--- config.mk ---
export PLATFORM = sky130hd
export DESIGN_NAME = reversalmb_requester_flat
export DESIGN_NICKNAME = d
export VERILOG_FILES = /design/src/rtl/reversalmb_requester_if.sv /design/src/rtl/reversalmb_requester.sv /design/src/flat_wrapper.sv
export SDC_FILE = /design/constraint.sdc
export NUM_CORES = 1
export LEC_CHECK = 0
export ABC_AREA = 0
export BUFFER_PORTS_ARGS = -buffer_cell sky130_fd_sc_hd__buf_2
export CAP_MARGIN = 20
export CORE_MARGIN = 2
export CORE_UTILIZATION = 40
export CTS_CLUSTER_SIZE = 20
export DETAILED_ROUTE_END_ITERATION = 7
export GPL_ROUTABILITY_DRIVEN = 0
export PLACE_DENSITY = 0.74
export SLEW_MARGIN = 30
export SYNTH_ARGS = -nofsm -noshare
export SYNTH_HDL_FRONTEND = slang
export SYNTH_SLANG_ARGS = --single-unit
--- constraint.sdc ---
create_clock -name CLK -period 2.7 [get_ports CLK]
set_clock_uncertainty 0.2 [all_clocks]
set_input_delay 0.405 -clock CLK [delete_from_list [all_inputs] [get_ports CLK]]
set_output_delay 0.405 -clock CLK [all_outputs]
set_load 0.05 [all_outputs]
--- src/rtl/reversalmb_requester_if.sv ---
// ---------------------------------------------------------------------------
// reversalmb_requester_if
// Sideband / pattern-generator handshake bundle for the MBINIT.REVERSALMB
// requester.
//   master : the requester (drives o_*, samples i_*)
//   slave  : the environment (sideband TX/RX, pattern generator, stage chain)
// Signals:
//   i_MBINIT_REPAIRVAL_end   stage enable (level)
//   i_RX_SbMessage/i_msg_valid/i_rx_msg_data  received sideband message
//   i_Busy_SideBand/i_falling_edge_busy        sideband TX status
//   i_pattern_done           pattern generator finished (pulse)
//   o_TX_SbMessage/o_tx_data_valid_reversal    sideband TX request
//   o_pattern_en, o_clear_error, o_lane_reversal
//   o_MBINIT_REVERSALMB_end, o_reversal_error  stage result (levels)
// ---------------------------------------------------------------------------
interface reversalmb_requester_if #(
    parameter int NUM_LANES = 16
);
    logic                 i_MBINIT_REPAIRVAL_end;
    logic [3:0]           i_RX_SbMessage;
    logic                 i_msg_valid;
    logic [NUM_LANES-1:0] i_rx_msg_data;
    logic                 i_Busy_SideBand;
    logic                 i_falling_edge_busy;
    logic                 i_pattern_done;
    logic [3:0]           o_TX_SbMessage;
    logic                 o_tx_data_valid_reversal;
    logic                 o_pattern_en;
    logic                 o_clear_error;
    logic                 o_lane_reversal;
    logic                 o_MBINIT_REVERSALMB_end;
    logic                 o_reversal_error;

    modport master (
        input  i_MBINIT_REPAIRVAL_end, i_RX_SbMessage, i_msg_valid, i_rx_msg_data,
               i_Busy_SideBand, i_falling_edge_busy, i_pattern_done,
        output o_TX_SbMessage, o_tx_data_valid_reversal, o_pattern_en, o_clear_error,
               o_lane_reversal, o_MBINIT_REVERSALMB_end, o_reversal_error
    );

    modport slave (
        output i_MBINIT_REPAIRVAL_end, i_RX_SbMessage, i_msg_valid, i_rx_msg_data,
               i_Busy_SideBand, i_falling_edge_busy, i_pattern_done,
        input  o_TX_SbMessage, o_tx_data_valid_reversal, o_pattern_en, o_clear_error,
               o_lane_reversal, o_MBINIT_REVERSALMB_end, o_reversal_error
    );
endinterface

--- src/rtl/reversalmb_requester.sv ---
// ---------------------------------------------------------------------------
// reversalmb_requester
// MBINIT.REVERSALMB requester stage. Runs init -> clear-error -> per-lane ID
// pattern -> result -> done over the sideband, and decides from the partner's
// per-lane pass vector whether lane reversal is needed (one retry with
// reversal applied). Its o_MBINIT_REVERSALMB_end enables REPAIRMB.
// Ports:
//   CLK   sole clock
//   rst   asynchronous, active-high reset
//   bus   reversalmb_requester_if.master (see interface file)
// Parameters: NUM_LANES, MAJORITY (min passing lanes), TIMEOUT_CYCLES.
// Optional feature: define REVERSALMB_TIMEOUT_EN to add a per-wait timeout
// counter (WAIT_* and PATTERN go to ERROR after TIMEOUT_CYCLES cycles).
// All outputs are registered, decoded from the next state.
// ---------------------------------------------------------------------------
module reversalmb_requester #(
    parameter int NUM_LANES      = 16,
    parameter int MAJORITY       = 9,
    parameter int TIMEOUT_CYCLES = 8000
) (
    input  logic                    CLK,
    input  logic                    rst,
    reversalmb_requester_if.master  bus
);
    localparam int PC_W = $clog2(NUM_LANES + 1);

    localparam logic [3:0] MSG_INIT_REQ  = 4'd1;
    localparam logic [3:0] MSG_INIT_RESP = 4'd2;
    localparam logic [3:0] MSG_CLR_REQ   = 4'd3;
    localparam logic [3:0] MSG_CLR_RESP  = 4'd4;
    localparam logic [3:0] MSG_RES_REQ   = 4'd5;
    localparam logic [3:0] MSG_RES_RESP  = 4'd6;
    localparam logic [3:0] MSG_DONE_REQ  = 4'd7;
    localparam logic [3:0] MSG_DONE_RESP = 4'd8;

    localparam logic [3:0] IDLE        = 4'd0;
    localparam logic [3:0] SEND_INIT   = 4'd1;
    localparam logic [3:0] WAIT_INIT   = 4'd2;
    localparam logic [3:0] RDY_CLR     = 4'd3;
    localparam logic [3:0] SEND_CLR    = 4'd4;
    localparam logic [3:0] WAIT_CLR    = 4'd5;
    localparam logic [3:0] PATTERN     = 4'd6;
    localparam logic [3:0] RDY_RES     = 4'd7;
    localparam logic [3:0] SEND_RESULT = 4'd8;
    localparam logic [3:0] WAIT_RESULT = 4'd9;
    localparam logic [3:0] RDY_DONE    = 4'd10;
    localparam logic [3:0] SEND_DONE   = 4'd11;
    localparam logic [3:0] WAIT_DONE   = 4'd12;
    localparam logic [3:0] DONE        = 4'd13;
    localparam logic [3:0] ERROR       = 4'd14;

    logic [3:0]      r_state;
    logic [3:0]      w_next;
    logic            r_tried;
    logic            r_lane_rev;
    logic [3:0]      r_tx_msg;
    logic [3:0]      w_tx_msg;
    logic            r_tx_valid;
    logic            r_pattern_en;
    logic            r_clear_error;
    logic            r_end;
    logic            r_err;
    logic [3:0]      w_rx_code;
    logic [PC_W-1:0] w_popcnt;
    logic            w_pass;
    logic            w_en;

    assign w_en = bus.i_MBINIT_REPAIRVAL_end;

    // Code 0 is never a valid message, so folding valid into the code lets
    // every WAIT state compare against a single signal.
    assign w_rx_code = bus.i_msg_valid ? bus.i_RX_SbMessage : 4'd0;

    always_comb begin
        w_popcnt = '0;
        for (int i = 0; i < NUM_LANES; i++)
            w_popcnt = w_popcnt + PC_W'(bus.i_rx_msg_data[i]);
    end

    assign w_pass = (w_popcnt >= PC_W'(MAJORITY));

`ifdef REVERSALMB_TIMEOUT_EN
    logic [15:0] r_cnt;
    logic        w_in_wait;

    assign w_in_wait = (r_state == WAIT_INIT) || (r_state == WAIT_CLR) ||
                       (r_state == PATTERN)   || (r_state == WAIT_RESULT) ||
                       (r_state == WAIT_DONE);
`else
    localparam int unused_timeout_cycles = TIMEOUT_CYCLES;
`endif

    always_comb begin
        w_next = r_state;
        case (r_state)
            IDLE:        if (!bus.i_Busy_SideBand)            w_next = SEND_INIT;
            SEND_INIT:   if (bus.i_falling_edge_busy)         w_next = WAIT_INIT;
            WAIT_INIT:   if (w_rx_code == MSG_INIT_RESP)      w_next = RDY_CLR;
            RDY_CLR:     if (!bus.i_Busy_SideBand)            w_next = SEND_CLR;
            SEND_CLR:    if (bus.i_falling_edge_busy)         w_next = WAIT_CLR;
            WAIT_CLR:    if (w_rx_code == MSG_CLR_RESP)       w_next = PATTERN;
            PATTERN:     if (bus.i_pattern_done)              w_next = RDY_RES;
            RDY_RES:     if (!bus.i_Busy_SideBand)            w_next = SEND_RESULT;
            SEND_RESULT: if (bus.i_falling_edge_busy)         w_next = WAIT_RESULT;
            WAIT_RESULT: if (w_rx_code == MSG_RES_RESP) begin
                             if (w_pass)       w_next = RDY_DONE;
                             else if (r_tried) w_next = ERROR;
                             else              w_next = RDY_CLR;
                         end
            RDY_DONE:    if (!bus.i_Busy_SideBand)            w_next = SEND_DONE;
            SEND_DONE:   if (bus.i_falling_edge_busy)         w_next = WAIT_DONE;
            WAIT_DONE:   if (w_rx_code == MSG_DONE_RESP)      w_next = DONE;
            DONE:        w_next = DONE;
            ERROR:       w_next = ERROR;
            default:     w_next = IDLE;
        endcase
`ifdef REVERSALMB_TIMEOUT_EN
        // A message arriving on the last allowed cycle still wins.
        if (w_in_wait && (w_next == r_state) && (r_cnt == 16'(TIMEOUT_CYCLES - 1)))
            w_next = ERROR;
`endif
        // Enable loss overrides everything, including a coincident message.
        if (!w_en)
            w_next = IDLE;
    end

    always_comb begin
        case (w_next)
            SEND_INIT:   w_tx_msg = MSG_INIT_REQ;
            SEND_CLR:    w_tx_msg = MSG_CLR_REQ;
            SEND_RESULT: w_tx_msg = MSG_RES_REQ;
            SEND_DONE:   w_tx_msg = MSG_DONE_REQ;
            default:     w_tx_msg = 4'd0;
        endcase
    end

    always_ff @(posedge CLK or posedge rst) begin
        if (rst) begin
            r_state       <= IDLE;
            r_tried       <= 1'b0;
            r_lane_rev    <= 1'b0;
            r_tx_msg      <= 4'd0;
            r_tx_valid    <= 1'b0;
            r_pattern_en  <= 1'b0;
            r_clear_error <= 1'b0;
            r_end         <= 1'b0;
            r_err         <= 1'b0;
        end else begin
            r_state       <= w_next;
            r_tx_msg      <= w_tx_msg;
            r_tx_valid    <= (w_tx_msg != 4'd0);
            r_pattern_en  <= (w_next == PATTERN);
            r_clear_error <= (r_state == WAIT_CLR) && (w_next == PATTERN);
            r_end         <= (w_next == DONE);
            r_err         <= (w_next == ERROR);
            if (!w_en) begin
                r_lane_rev <= 1'b0;
                r_tried    <= 1'b0;
            end else if ((r_state == WAIT_RESULT) && (w_next == RDY_CLR)) begin
                // First failing result: retry once with lanes reversed.
                r_lane_rev <= 1'b1;
                r_tried    <= 1'b1;
            end
        end
    end

`ifdef REVERSALMB_TIMEOUT_EN
    always_ff @(posedge CLK or posedge rst) begin
        if (rst)
            r_cnt <= 16'd0;
        else if (w_next != r_state)
            r_cnt <= 16'd0;
        else if (w_in_wait)
            r_cnt <= r_cnt + 16'd1;
    end
`endif

    assign bus.o_TX_SbMessage           = r_tx_msg;
    assign bus.o_tx_data_valid_reversal = r_tx_valid;
    assign bus.o_pattern_en             = r_pattern_en;
    assign bus.o_clear_error            = r_clear_error;
    assign bus.o_lane_reversal          = r_lane_rev;
    assign bus.o_MBINIT_REVERSALMB_end  = r_end;
    assign bus.o_reversal_error         = r_err;

endmodule

--- src/flat_wrapper.sv ---
// flat-port wrapper written by rule: the top's interface ports become plain ports
module reversalmb_requester_flat 
#(
    parameter int NUM_LANES      = 16,
    parameter int MAJORITY       = 9,
    parameter int TIMEOUT_CYCLES = 8000
)
  (CLK, rst, bus_i_MBINIT_REPAIRVAL_end, bus_i_RX_SbMessage, bus_i_msg_valid, bus_i_rx_msg_data, bus_i_Busy_SideBand, bus_i_falling_edge_busy, bus_i_pattern_done, bus_o_TX_SbMessage, bus_o_tx_data_valid_reversal, bus_o_pattern_en, bus_o_clear_error, bus_o_lane_reversal, bus_o_MBINIT_REVERSALMB_end, bus_o_reversal_error);
  reversalmb_requester_if #(.NUM_LANES(NUM_LANES)) bus_i ();
  input  logic CLK;
  input  logic rst;
  input wire logic [$bits(bus_i.i_MBINIT_REPAIRVAL_end)-1:0] bus_i_MBINIT_REPAIRVAL_end;
  input wire logic [$bits(bus_i.i_RX_SbMessage)-1:0] bus_i_RX_SbMessage;
  input wire logic [$bits(bus_i.i_msg_valid)-1:0] bus_i_msg_valid;
  input wire logic [$bits(bus_i.i_rx_msg_data)-1:0] bus_i_rx_msg_data;
  input wire logic [$bits(bus_i.i_Busy_SideBand)-1:0] bus_i_Busy_SideBand;
  input wire logic [$bits(bus_i.i_falling_edge_busy)-1:0] bus_i_falling_edge_busy;
  input wire logic [$bits(bus_i.i_pattern_done)-1:0] bus_i_pattern_done;
  output wire logic [$bits(bus_i.o_TX_SbMessage)-1:0] bus_o_TX_SbMessage;
  output wire logic [$bits(bus_i.o_tx_data_valid_reversal)-1:0] bus_o_tx_data_valid_reversal;
  output wire logic [$bits(bus_i.o_pattern_en)-1:0] bus_o_pattern_en;
  output wire logic [$bits(bus_i.o_clear_error)-1:0] bus_o_clear_error;
  output wire logic [$bits(bus_i.o_lane_reversal)-1:0] bus_o_lane_reversal;
  output wire logic [$bits(bus_i.o_MBINIT_REVERSALMB_end)-1:0] bus_o_MBINIT_REVERSALMB_end;
  output wire logic [$bits(bus_i.o_reversal_error)-1:0] bus_o_reversal_error;
  assign bus_i.i_MBINIT_REPAIRVAL_end = bus_i_MBINIT_REPAIRVAL_end;
  assign bus_i.i_RX_SbMessage = bus_i_RX_SbMessage;
  assign bus_i.i_msg_valid = bus_i_msg_valid;
  assign bus_i.i_rx_msg_data = bus_i_rx_msg_data;
  assign bus_i.i_Busy_SideBand = bus_i_Busy_SideBand;
  assign bus_i.i_falling_edge_busy = bus_i_falling_edge_busy;
  assign bus_i.i_pattern_done = bus_i_pattern_done;
  assign bus_o_TX_SbMessage = bus_i.o_TX_SbMessage;
  assign bus_o_tx_data_valid_reversal = bus_i.o_tx_data_valid_reversal;
  assign bus_o_pattern_en = bus_i.o_pattern_en;
  assign bus_o_clear_error = bus_i.o_clear_error;
  assign bus_o_lane_reversal = bus_i.o_lane_reversal;
  assign bus_o_MBINIT_REVERSALMB_end = bus_i.o_MBINIT_REVERSALMB_end;
  assign bus_o_reversal_error = bus_i.o_reversal_error;
  reversalmb_requester #(.NUM_LANES(NUM_LANES), .MAJORITY(MAJORITY), .TIMEOUT_CYCLES(TIMEOUT_CYCLES)) u_core (.CLK(CLK), .rst(rst), .bus(bus_i));
endmodule
# == Word level (Yosys, flattened, before mapping) ==
# Index checks and enable logic that the tools add are counted.
# W data, S select, Z words.
# op_classes
n_mux,21
order_cmp,1
n_reduce_logical,4
addsub,15
eq_ne,27
# op_table
cell,n
$add A5 B1 Y5,14
$mux W4,17
$pmux W4 S15,1
$eq A4 B4 Y1 const B,12
$eq A4 B3 Y1 const B,8
$eq A4 B2 Y1 const B,4
$pmux W3 S4,1
$eq A4 B1 Y1 const B,2
$ge A5 B4 Y1 const B,1
$logic_not A4 Y1,1
$reduce_bool A4 Y1,1
$add A1 B1 Y2,1
$logic_and A1 B1 Y1,2
$mux W1,2
$ne A2 B1 Y1 const B,1
# word_totals
output_inout_bits,10
inputBits,27
wordCells,76
reg_bits,13

# == Depth between registers and ports, before layout ==
# depth
depth_word,24
mapped_depth,18
mapped_depth_nobuf,18

# == Least setup slack after synthesis ==
# No wires, ideal clock.
# synth_path
path_type,in2reg
from,in bus_i_rx_msg_data[0]
to,"reg u_core.r_tx_valid, in the netlist u_core.bus.o_tx_data_valid_reversal"
arrival_ns,4.715
required_time_ns,2.434
path_buffers,0
setup_time_ns,0.066
setup_slack_ns,-2.281
path_stages,17
path_cell_list,ha_1 > inv_1 > fa_1 > fa_1 > fa_1 > fa_1 > fa_1 > inv_1 > fa_1 > nor4b_1 > nor3_1 > o2111ai_1 > a41oi_1 > and2b_2 > o2111ai_1 > o31ai_2 > nand2b_1
# synth_via
elab_chain_cells,23
elab_cells_between_ends,26
classes_between,add/sub: 15; order compare: 1; eq/ne: 4; mux: 5; reduce/logical: 1
# synth_lines
item,line_no,source
start: declaration,flat_wrapper.sv:15,input wire logic [$bits(bus_i.i_rx_msg_data)-1:0] bus_i_rx_msg_data;
$add A1 B1 Y2 (*),reversalmb_requester.sv:77,w_popcnt = w_popcnt + PC_W'(bus.i_rx_msg_data[i]);
$add A5 B1 Y5 (*) (14 in series),reversalmb_requester.sv:77,
$ge A5 B4 Y1 (*),reversalmb_requester.sv:80,assign w_pass = (w_popcnt >= PC_W'(MAJORITY));
$mux W4 (*),reversalmb_requester.sv:106,if (w_pass) w_next = RDY_DONE;
$mux W4 (*),reversalmb_requester.sv:105,WAIT_RESULT: if (w_rx_code == MSG_RES_RESP) begin
$pmux W4 S15 (*),reversalmb_requester.sv:95,case (r_state)
$mux W4 (*),reversalmb_requester.sv:123,if (!w_en)
net u_core.w_next[2],reversalmb_requester.sv:53,logic [3:0] w_next;
"$eq A4 B4 Y1, or another cell as far along",reversalmb_requester.sv:128,case (w_next)
$pmux W3 S4 (*),reversalmb_requester.sv:128,
net u_core.w_tx_msg[1],reversalmb_requester.sv:57,logic [3:0] w_tx_msg;
$reduce_bool A4 Y1 (*),reversalmb_requester.sv:151,r_tx_valid <= (w_tx_msg != 4'd0);
end signal: assignment,reversalmb_requester.sv:151,
end: declaration,reversalmb_requester.sv:58,logic r_tx_valid;
# The timed path passes the listed nets; every way through them passes the cells marked *.
# A chain may end at the register's enable or synchronous reset.

# == Worst setup path in the final report ==
# layout_path
from,in bus_i_rx_msg_data[1]
to,"reg u_core.r_tx_valid, in the netlist u_core.bus.o_tx_data_valid_reversal"
# layout_via
elab_chain_cells,23
elab_cells_between_ends,26
classes_between,add/sub: 15; order compare: 1; eq/ne: 4; mux: 5; reduce/logical: 1
# layout_lines
item,line_no
$add A1 B1 Y2 (*),reversalmb_requester.sv:77
$add A5 B1 Y5 (*) (14 in series),reversalmb_requester.sv:77
$ge A5 B4 Y1 (*),reversalmb_requester.sv:80
$mux W4 (*),reversalmb_requester.sv:106
$mux W4 (*),reversalmb_requester.sv:105
$pmux W4 S15 (*),reversalmb_requester.sv:95
$mux W4 (*),reversalmb_requester.sv:123
"$eq A4 B4 Y1, or another cell as far along",reversalmb_requester.sv:128
$pmux W3 S4 (*),reversalmb_requester.sv:128
net u_core.w_tx_msg[1],reversalmb_requester.sv:57
$reduce_bool A4 Y1 (*),reversalmb_requester.sv:151
# Marked as above.

==> results.toml <==
[logic_synthesis]
async_flop_share_pct = 100
synth-edff-count = 0
yosysWarnings = 0
synthFlopType = "dfrtp_1"
synth_fp_nets = 195
syn_area_mm2 = 0.00131
seq_area_frac_synth_pct = 22.9
ys_ff_latch = 12
syn_inst = 153
yosys.cell_types.count = 51
avgSynthCellArea_um2 = 8.56

[power]
p_sw_share_pct = 40.3
p_seq_share_pct = 17.4
power.leakage_nw = 0.889
p_int_mw = 0.650
power.total_mw = 1.09
ir_drop_uv = 290
p_per_area_mw_per_mm2 = 623
p_comb_share_pct = 69.7
switchingPower_mw = 0.438
pwr-share-clk_pct = 12.9

[cts]
root_buffer = "clkbuf_4"
clkSinkCount = 12
cts_tree = "yes"
cts_buffers = 3
cts_max_path_buffers = 2
worstSkewPairLatency_ps = 270
path_clk_slew_ps = 70
cts.htree.levels = 1

[setup_path]
r2r_start = "u_core.r_state[1]"
worstSetupEndpointType = "register"
startpoint = "bus_i_rx_msg_data[1]"
cpMostUsedCell = "fa_1"
crit_slowest_cell = "fa_1"
crit_arrival_ps = 4780
slowest_delay_ps = 500
start_kind = "primary input"
path_class = "in2reg"
worstPathRequired_ps = 2660
cp_cell_sequence = "buf_6 > ha_4 > inv_2 > fa_1 > fa_1 > fa_1 > fa_1 > fa_2 > inv_2 > fa_2 > nand3b_1 > a221o_1 > o21a_4 > o2111ai_2 > o31ai_2 > nand2b_1"
cp_max_fo = 7

[floorplanning]
die_w_um = 61.2
ioPinCount = 37
die_area_mm2 = 0.00375
rows = 20
start_util_pct = 42.6
core_mm2 = 0.00308
die_y_um = 61.2

[grt]
grt_max_degree = 13
grtUsageTotal_pct = 16.4
grt_pass1_vias = 1162
grt_pass1_wl_mm = 4.79
gr-total-overflow = 0
antenna_found_initial = 0

[sta]
fmax_mhz = 208
timing.final.ws_setup_ps = -2120
setup_tns_ps = -19680
slew_violations = 0
setup_viol = 10
rsz0062_at_grt = "yes"
fin_hold_ws_ps = 174
fin_crit_ps = 4820
period_share_pct = 178
hold_viol_final = 0

[route]
ant_nets = 0
wl_mm = 2.76
drtIter0Drc = 76
viasPerCell = 4.90
drc = 0
vias = 1201
wire_per_inst_um = 11.3
firstDrtPassIters = 4

[outcome]
status = "finished, violations left"
violations = "setup timing"

[cells_and_area]
regArea_um2 = 300
antennaDiodeCount = 0
num-nets-final = 244
fill_cells = 265
syn2layout_area_growth_pct = 33.3
drive_above_1_share_pct = 38.3
utilization_pct = 56.7
stdcell_count = 245
multi_input_area_um2 = 928

[placement]
hpwlAfterDp_mm = 2.14
placed_cells = 237
io_buffers = 35

[hold_path]
worst_hold_path_type = "in2reg"
worstHoldStart = "bus_i_MBINIT_REPAIRVAL_end"

[flow_run]
cap_violations = 0
==> cell usage after synthesis, types with 2 or more instances <==
cell / instances / area share (%)
inv_1: 28 / 8.0
dfrtp_1: 12 / 23
nand2_1: 12 / 3.4
fa_1: 10 / 15
nor2_1: 10 / 2.9
nor3_1: 6 / 2.3
ha_1: 5 / 4.8
nand2b_1: 5 / 2.4
buf_2: 4 / 1.5
nand3_1: 4 / 1.5
nor2b_1: 4 / 1.9
a21oi_1: 3 / 1.1
o2111ai_1: 3 / 2.0
xor2_1: 3 / 2.0
a21o_1: 2 / 1.1
a31oi_1: 2 / 0.95
buf_4: 2 / 1.1
nand3b_1: 2 / 1.1
nand4b_1: 2 / 1.3
nor4b_1: 2 / 1.3
o21ai_1: 2 / 0.76
==> sequential cells by signal (all words and copies together) (netlist names) <==
register,flops
u_core.bus.o_reversal_error,1
u_core.bus.o_MBINIT_REVERSALMB_end,1
u_core.r_state,4
u_core.bus.o_TX_SbMessage,2
u_core.bus.o_tx_data_valid_reversal,1
u_core.bus.o_pattern_en,1
u_core.bus.o_lane_reversal,1
u_core.bus.o_clear_error,1
==> per-layer routing <==
| metal | track usage (%) | routed length, um |
|---|---|---|
| met1 | 22.4 | 1390 |
| met2 | 27.8 | 1260 |
| met3 | 3.36 | 105 |
| met4 | 1.86 | 0 |
| met5 | 0 | 0 |
==> cell usage in the layout, fill, tap and decap left out, types with 2 or more instances in the layout <==
cell / count
a31oi_1: 2
clkbuf_4: 3
inv_1: 26
nand3b_1: 2
xor2_1: 3
nor2_1: 9
buf_2: 33
nor4b_2: 2
inv_2: 3
nor3_2: 2
o2111ai_1: 2
o21ai_1: 2
buf_4: 13
nor2b_1: 4
dfrtp_1: 12
nand2_1: 11
nor3_1: 5
ha_1: 4
nand2b_1: 5
fa_2: 2
a21o_1: 2
buf_6: 4
nand3_1: 4
fa_1: 8
nand4b_1: 2
a21oi_1: 2
==> final timing paths <==
check,endpoint,slack [ps],depth (start not counted)
setup / recovery,u_core.bus.o_tx_data_valid_reversal,-2120,16
hold / removal,u_core.bus.o_lane_reversal,170,2
setup reg to reg,u_core.bus.o_TX_SbMessage[2],370,9
hold reg to reg,u_core.bus.o_lane_reversal,420,1
max in group asynchronous,u_core.bus.o_TX_SbMessage[1],1520,3
min in group asynchronous,u_core.bus.o_reversal_error,490,3
==> critical path, delay by kind of cell <==
family,cells,cell delay [ps]
AO/OA/AOI/OAI,4,920
adder cells (fa/ha/maj),7,2930
buffers and inverters,3,180
AND/OR/NAND/NOR,2,340
==> timing repair <==
item	CTS	global route
pin swaps	7	3
setup endpoints to repair	10	10
endpoints found under the hold margin	12	0
resized for setup	7	5
gates cloned	0	0
setup buffers	1	2
hold buffers	1	0
==> stage by stage <==
step | area [um^2] | setup WS (ps)
6_report | 1750 | -2120
5_1_grt | 1750 | -2270
4_1_cts | 1710 | -2140
3_5_place_dp | 1620 | -2520
3_3_place_gp | 1620 | -2420
2_1_floorplan | 1350 | -2190
==> cells by family (layout without fill, tap and decap cells) <==
logic type,count (synthesis),after routing,synth area share (%)
flops,12,12,22.9
fa+ha+maj,15,15,20.1
xor+xnor,4,4,2.67
compound gates,27,27,17.2
other cells,1,1,0.286
buf+inv,36,84,11.8
simple gates,58,58,25.0
==> power groups by stage <==
| stage | combinational [mW] | clock, mW | sequential [mW] |
|---|---|---|---|
| final | 0.758 | 0.141 | 0.189 |
| after global routing | 0.841 | 0.150 | 0.190 |
| after CTS | 0.707 | 0.142 | 0.189 |
| after detailed placement | 0.669 | 0 | 0.193 |
| after global placement | 0.655 | 0 | 0.192 |
| after floorplan | 0.492 | 0 | 0.199 |
==> cell type report <==
| cell class | count | area share, % |
|---|---|---|
| multi-input combinational | 105 | 53.2 |
| tap | 44 | 3.15 |
| inverter | 29 | 6.23 |
| clock buffer | 4 | 2.08 |
| timing repair buffer | 51 | 18.2 |
| sequential | 12 | 17.2 |
Note: power is estimated with default switching activity, not from simulation.
